## config.mk

```make
export PLATFORM = sky130hd
export DESIGN_NAME = prog_loader
export DESIGN_NICKNAME = d
export VERILOG_FILES = /design/src/rtl/prog_loader_pkg.sv /design/src/rtl/prog_loader_timer.sv /design/src/rtl/prog_loader.sv
export SDC_FILE = /design/constraint.sdc
export NUM_CORES = 1
export LEC_CHECK = 0
export CORE_MARGIN = 2
export CORE_UTILIZATION = 41
export DETAILED_ROUTE_END_ITERATION = 16
export SYNTH_ARGS = -nofsm -noshare
export SYNTH_HDL_FRONTEND = slang
export SYNTH_SLANG_ARGS = --single-unit
```

## constraint.sdc

```tcl
create_clock -name clk -period 5.4 [get_ports clk]
set_input_delay 0.81 -clock clk [delete_from_list [all_inputs] [get_ports clk]]
set_output_delay 0.81 -clock clk [all_outputs]
set_load 0.005 [all_outputs]
```

## src/rtl/prog_loader_pkg.sv

```systemverilog
// prog_loader_pkg: shared definitions for the byte-stream program loader.
//   - prog_loader_state_t : loader FSM states
//   - LOADER_MAGIC        : frame start byte
//   - DEFAULT_*           : default parameter values
//   - in_frame()          : true for the states that make up an active frame
`ifndef CODE_ADDR_WIDTH
`define CODE_ADDR_WIDTH 13
`endif

package prog_loader_pkg;

  localparam int unsigned DEFAULT_CODE_ADDR_WIDTH = `CODE_ADDR_WIDTH;
  localparam int unsigned DEFAULT_TIMEOUT         = 1_000_000;
  localparam logic [7:0]  LOADER_MAGIC            = 8'hB5;

  typedef enum logic [2:0] {
    ST_IDLE,
    ST_LEN_LO,
    ST_LEN_HI,
    ST_DATA_LO,
    ST_DATA_HI,
    ST_CSUM,
    ST_RUN
  } prog_loader_state_t;

  function automatic logic in_frame(input prog_loader_state_t s);
    return s inside {ST_LEN_LO, ST_LEN_HI, ST_DATA_LO, ST_DATA_HI, ST_CSUM};
  endfunction

endpackage

```

## src/rtl/prog_loader_timer.sv

```systemverilog
// loader_timer: inter-byte idle timer for prog_loader.
//   clk       in  system clock
//   rst       in  asynchronous active-high reset
//   restart_i in  reload the counter (a byte was accepted this cycle)
//   expired_o out TIMEOUT cycles have elapsed since the last restart
//                 (asserted on the TIMEOUT-th edge without a restart)
module loader_timer
  import prog_loader_pkg::*;
#(
  parameter int unsigned TIMEOUT = DEFAULT_TIMEOUT,
  localparam int unsigned W      = $clog2(TIMEOUT)
) (
  input  logic clk,
  input  logic rst,
  input  logic restart_i,
  output logic expired_o
);

  logic [W-1:0] cnt_q, cnt_d;

  // Loaded with TIMEOUT-1 so that reaching zero and then seeing one more
  // edge without a byte accounts for exactly TIMEOUT idle edges.
  always_comb begin
    cnt_d = cnt_q;
    if (restart_i) begin
      cnt_d = W'(TIMEOUT - 1);
    end else if (cnt_q != '0) begin
      cnt_d = cnt_q - W'(1);
    end
  end

  always_ff @(posedge clk or posedge rst) begin
    if (rst) begin
      cnt_q <= W'(TIMEOUT - 1);
    end else begin
      cnt_q <= cnt_d;
    end
  end

  assign expired_o = (cnt_q == '0) && !restart_i;

endmodule

```

## src/rtl/prog_loader.sv

```systemverilog
// prog_loader: receives a framed program image over a byte stream, writes
// 16-bit words into program memory and holds the CPU in reset until the
// image checksum has been verified.
//   Frame: B5, LEN_LO, LEN_HI, 2*N payload bytes (word low byte first), CSUM
//   where CSUM = XOR of every byte after the magic byte.
// Ports:
//   clk, reset            clock, asynchronous active-high reset
//   rx_valid/rx_data      incoming byte stream
//   rx_ready              high from the first clock after reset onwards
//   code_we/waddr/wdata   program memory write port (one-cycle strobe)
//   cpu_reset             CPU held in reset while high
//   busy                  frame in progress
//   done                  verified image loaded, CPU running
//   error                 one-cycle pulse on frame abort
module prog_loader
  import prog_loader_pkg::*;
#(
  parameter int unsigned CODE_ADDR_WIDTH = DEFAULT_CODE_ADDR_WIDTH,
  parameter int unsigned TIMEOUT         = DEFAULT_TIMEOUT
) (
  input  logic                       clk,
  input  logic                       reset,
  input  logic                       rx_valid,
  input  logic [7:0]                 rx_data,
  output logic                       rx_ready,
  output logic                       code_we,
  output logic [CODE_ADDR_WIDTH-1:0] code_waddr,
  output logic [15:0]                code_wdata,
  output logic                       cpu_reset,
  output logic                       busy,
  output logic                       done,
  output logic                       error
);

  localparam logic [32:0] MAX_WORDS = 33'(1) << CODE_ADDR_WIDTH;

  prog_loader_state_t state_q, state_d;

  logic                       rx_ready_q;
  logic [7:0]                 csum_q, csum_d;
  logic [7:0]                 len_lo_q, len_lo_d;
  logic [15:0]                len_q, len_d;
  logic [7:0]                 lo_q, lo_d;
  logic [CODE_ADDR_WIDTH:0]   widx_q, widx_d;
  logic                       we_q, we_d;
  logic [CODE_ADDR_WIDTH-1:0] waddr_q, waddr_d;
  logic [15:0]                wdata_q, wdata_d;
  logic                       cpu_reset_q, cpu_reset_d;
  logic                       busy_q, busy_d;
  logic                       done_q, done_d;
  logic                       error_q, error_d;

  logic                     accept;
  logic                     timer_expired;
  logic [7:0]               csum_nx;
  logic [15:0]              len_word;
  logic                     len_bad;
  logic [CODE_ADDR_WIDTH:0] widx_inc;
  logic                     last_word;

  assign accept    = rx_valid && rx_ready_q;
  assign csum_nx   = csum_q ^ rx_data;
  assign len_word  = {rx_data, len_lo_q};
  assign len_bad   = (len_word == '0) || (33'(len_word) > MAX_WORDS);
  assign widx_inc  = widx_q + (CODE_ADDR_WIDTH + 1)'(1);
  assign last_word = (33'(widx_inc) == 33'(len_q));

  loader_timer #(
    .TIMEOUT(TIMEOUT)
  ) u_timer (
    .clk      (clk),
    .rst      (reset),
    .restart_i(accept),
    .expired_o(timer_expired)
  );

  always_comb begin
    state_d     = state_q;
    csum_d      = csum_q;
    len_lo_d    = len_lo_q;
    len_d       = len_q;
    lo_d        = lo_q;
    widx_d      = widx_q;
    we_d        = 1'b0;
    waddr_d     = waddr_q;
    wdata_d     = wdata_q;
    cpu_reset_d = cpu_reset_q;
    done_d      = done_q;
    error_d     = 1'b0;

    if (accept) begin
      unique case (state_q)
        ST_IDLE, ST_RUN: begin
          if (rx_data == LOADER_MAGIC) begin
            state_d     = ST_LEN_LO;
            cpu_reset_d = 1'b1;
            done_d      = 1'b0;
            csum_d      = '0;
            widx_d      = '0;
          end
        end
        ST_LEN_LO: begin
          len_lo_d = rx_data;
          csum_d   = csum_nx;
          state_d  = ST_LEN_HI;
        end
        ST_LEN_HI: begin
          len_d  = len_word;
          csum_d = csum_nx;
          if (len_bad) begin
            error_d = 1'b1;
            state_d = ST_IDLE;
          end else begin
            state_d = ST_DATA_LO;
          end
        end
        ST_DATA_LO: begin
          lo_d    = rx_data;
          csum_d  = csum_nx;
          state_d = ST_DATA_HI;
        end
        ST_DATA_HI: begin
          we_d    = 1'b1;
          waddr_d = widx_q[CODE_ADDR_WIDTH-1:0];
          wdata_d = {rx_data, lo_q};
          widx_d  = widx_inc;
          csum_d  = csum_nx;
          state_d = last_word ? ST_CSUM : ST_DATA_LO;
        end
        ST_CSUM: begin
          if (rx_data == csum_q) begin
            state_d     = ST_RUN;
            done_d      = 1'b1;
            cpu_reset_d = 1'b0;
          end else begin
            error_d = 1'b1;
            state_d = ST_IDLE;
          end
        end
        default: state_d = ST_IDLE;
      endcase
    end else if (timer_expired && in_frame(state_q)) begin
      error_d = 1'b1;
      state_d = ST_IDLE;
    end

    // busy is registered from the next state so it tracks state_q exactly.
    busy_d = in_frame(state_d);
  end

  always_ff @(posedge clk or posedge reset) begin
    if (reset) begin
      state_q     <= ST_IDLE;
      rx_ready_q  <= 1'b0;
      csum_q      <= '0;
      len_lo_q    <= '0;
      len_q       <= '0;
      lo_q        <= '0;
      widx_q      <= '0;
      we_q        <= 1'b0;
      waddr_q     <= '0;
      wdata_q     <= '0;
      cpu_reset_q <= 1'b1;
      busy_q      <= 1'b0;
      done_q      <= 1'b0;
      error_q     <= 1'b0;
    end else begin
      state_q     <= state_d;
      rx_ready_q  <= 1'b1;
      csum_q      <= csum_d;
      len_lo_q    <= len_lo_d;
      len_q       <= len_d;
      lo_q        <= lo_d;
      widx_q      <= widx_d;
      we_q        <= we_d;
      waddr_q     <= waddr_d;
      wdata_q     <= wdata_d;
      cpu_reset_q <= cpu_reset_d;
      busy_q      <= busy_d;
      done_q      <= done_d;
      error_q     <= error_d;
    end
  end

  assign rx_ready   = rx_ready_q;
  assign code_we    = we_q;
  assign code_waddr = waddr_q;
  assign code_wdata = wdata_q;
  assign cpu_reset  = cpu_reset_q;
  assign busy       = busy_q;
  assign done       = done_q;
  assign error      = error_q;

endmodule

```

==> results.md <==
- Tightest Pin Transition: around 1.2 ns
- Die area: about 14000 sq um
- WL/cell: between 15 and 20 microns
- Final RePlAce weighted congestion: between 0.8 and 0.9
- Die Span X: between 100 and 150 microns
- P_sw: a little under 400 uW
- Syn nets: between 500 and 600
- CTS Hold Bufs: 0
- Gr busiest metal: met2
- Synth area leaders: dfrtp_1 (45%), nand2_1 (8.6%), mux2_2 (6.8%)
- Lkg Pwr: roughly 2.9 nW
- Pin count of the biggest net entering global routing: 71
- Diodes inserted: 0
- Worst Hold Depth: 2
- Slew HR: between 20% and 30%
- Avg Cell Area, Syn: 9.66 sq um
- Largest area contributor in the netlist: dfrtp_1
- Initial antenna violation count: 0
- IO buf count: 45
- Crit-path max FO: 16
- Post-route DRC: 0
- CTS clk-pin slew, worst paths: around 0.080 ns
- Place WS: approximately 1.7 ns
- Synth cell types: 58
- DRT Wirelength: between 10000 and 15000 microns
- VDD IR max: ~0.00014 V
- Comb pwr share: ~5.4%
- Vias in the first global route: slightly above 4000
- M2 GR Usage: between 20 and 30%
- Fin crit share: between 60 and 70%
- Switching part of the total: approximately 24%
- H-tree level count: 3
- Met1 Usage GRT: about 25%
- Outcome: complete, no violations
- Main synth FF type: dfrtp_1
- GR met3 Demand/Resource: under 10%
- Cell Pwr Density: 257 nW/um^2
- Final hold vios: 0
- Via count: 4109
- DR vias/cell: between 5 and 6
- Top-count cell post-synth: nand2_1
- Root buf cell: clkbuf_16
- Number of setup buffers added after CTS: 0
- Clk_lat worst skew: roughly 0.36 ns
- CP required: roughly 5.7 ns
- Total gr overflow: 0
- Final Skew: about 0.0077 ns
- Async S/R FF share, synth: 100%
- FF+latch count, synth: 112
- Synth top cells by count: nand2_1 (126), dfrtp_1 (99), nor2_1 (37), o21ai_0 (35), mux2_2 (33)
- Min-Delay Startpoint: cpu_reset
- Class of the most critical setup path: input port to register
- Flop pwr share: roughly 54%
- Setup TNS: 0 ns
- Reg2reg path depth: 8
- RSZ-0062 raised after global routing: no
- Final Max Slew Viols: 0
- Worst hold path type: register to register
- Setup crit start kind: input port
- Seq/Total Area, Yosys: roughly half
- Min cycle time layout: approximately 3.3 ns
- First-pass GRT wire length: ~20000 microns
- Worst R2R Start: u_timer.cnt_q[0]
- Worst EP arrival: ~3.5 ns
- FF-to-FF End: busy
- FMAX: slightly above 0.3 GHz
- Initial core utilization: 41.7%
- YS warnings: 0
- DR iter-0 viols: approximately 220
- Post-synth top area share: a little under half
- Synth Cell Area: 5510 sq um
- Nets@finish: 607
- Layout cells sized above 1: between 10% and 20%
- Die height: about 120 microns
- Final ANT Viol Nets: 0
- Layout Area Growth over Synthesis: 15.2%
- Num Clock Sinks: between 100 and 150
- Internal power: ~1.2 mW
- CTS tree: built
- Cts bufs inserted: 9
- Post-synth EDFFs: 0
- Cells after synthesis: 570
- Setup violators final: 0
- Maxcap violations: 0
- Row count: 42
- Hpwl dp: 8120 microns
- Setup ws final: roughly 2.1 ns
- Worst R2R Setup Slack: around 2.7 ns
- Clock share of power: 40.5%
- Hold Path Sink: cpu_reset
- Core ar.: 13200 sq um
- Worst setup EP type: register
- Pre-antenna DRT Iters: 4
- I/O pin total: between 40 and 50
- Tot GR Track Use: between 10% and 20%
- # resized after CTS: 0
- Clk buf depth: 2
## sequential cells by signal (all words and copies together) (netlist names), 3 cells and up
signal         flops
len_q             16
u_timer.cnt_q     20
lo_q               8
code_waddr        13
state_q            3
code_wdata        16
widx_q            14
csum_q             8
len_lo_q           8
## power by group through the flow
| stage | Clock [mW] | Sequential, mW | Combinational, mW |
|---|---|---|---|
| finish | 0.659 | 0.883 | 0.0881 |
| global route | 0.713 | 0.886 | 0.102 |
| CTS | 0.677 | 0.883 | 0.0910 |
| detailed placement | 0 | 0.899 | 0.0906 |
| global placement | 0 | 0.898 | 0.0887 |
| floorplan | 0 | 0.893 | 0.0653 |
## final cells by class
type	instances	area, sq um
clock inverter	6	50.0
sequential	112	2820
inverter	9	36.3
clock buffer	10	239
multi-input combinational	414	2500
tap	176	220
timing repair buffer	48	473
fill	1247	6850
## worst max-delay path, stage by stage
cell             delay [ns]
clkdlybuf4s50_1        0.72
nand4_1                0.21
nor4b_4                0.47
o21bai_1               0.13
a221oi_2               0.79
o21ai_0                0.22
nand2_1                0.11
o21ai_1                0.06
## stage by stage
step | cell area, sq um | util (%) | power, mW | cells | hold WS [ns]
after floorplan | 5510 | - | 0.959 | 570 | 0.435
after global placement | 6050 | 45.9 | 0.987 | 759 | 0.455
after detailed placement | 6050 | 45.9 | 0.990 | 759 | 0.454
after CTS | 6340 | 48.1 | 1.65 | 775 | 0.467
after global routing | 6340 | 48.1 | 1.70 | 775 | 0.488
final | 6340 | 48.1 | 1.63 | 775 | 0.463
## routing by layer
layer	routed length [microns]	vias to the layer above	share of wire [%]
li1	-	2001	-
met1	5640	2017	47
met2	5620	80	47
met3	512	11	4.3
met4	144	0	1.2
met5	0	-	0
## how the worst max path moves through the flow
| stage | start | endpoint | slack (ns) | cells after the start |
|---|---|---|---|---|
| after floorplan | reset | busy | 1.65 | 1 |
| after global placement | rx_data[2] | csum_q[3] | 1.89 | 8 |
| after detailed placement | rx_data[2] | csum_q[0] | 1.74 | 8 |
| after CTS | rx_data[2] | csum_q[0] | 2.14 | 8 |
| after global routing | rx_data[2] | csum_q[4] | 1.84 | 8 |
| final | rx_data[2] | csum_q[1] | 2.12 | 8 |
## cell usage in the layout (no fill, tap or decap), types with 3 or more instances in the layout
cell	netlist	layout
nand4_1	9	9
inv_6	0	3
or3_1	8	8
inv_1	9	8
dfrtp_1	99	99
a31oi_1	4	4
clkdlybuf4s50_1	0	45
nand2_1	126	126
o21ai_0	35	35
nor3_1	10	10
nor2_1	37	37
and2_1	4	4
o21ai_1	9	9
and3_1	4	4
clkbuf_16	0	9
xor2_1	15	15
nor4_1	12	12
mux2_2	33	33
o211ai_1	4	4
xnor2_1	26	26
o31ai_1	8	8
or4_4	3	3
nand2b_1	4	4
dfstp_2	13	13
a21oi_1	7	7
nand3_1	19	18
buf_4	1	3
## cell families after synthesis
kind of cell	count (synthesis)	synth area share (%)
other	1	0.0681
muxes	35	7.11
buffers and inverters	44	3.43
AOI/OAI and AO/OA	81	9.02
adders and majority gates	3	0.636
xor gates and xnor gates	41	6.52
and+or+nand+nor	253	22.0
DFF	112	51.2
Power figures use the tool's default switching activity.
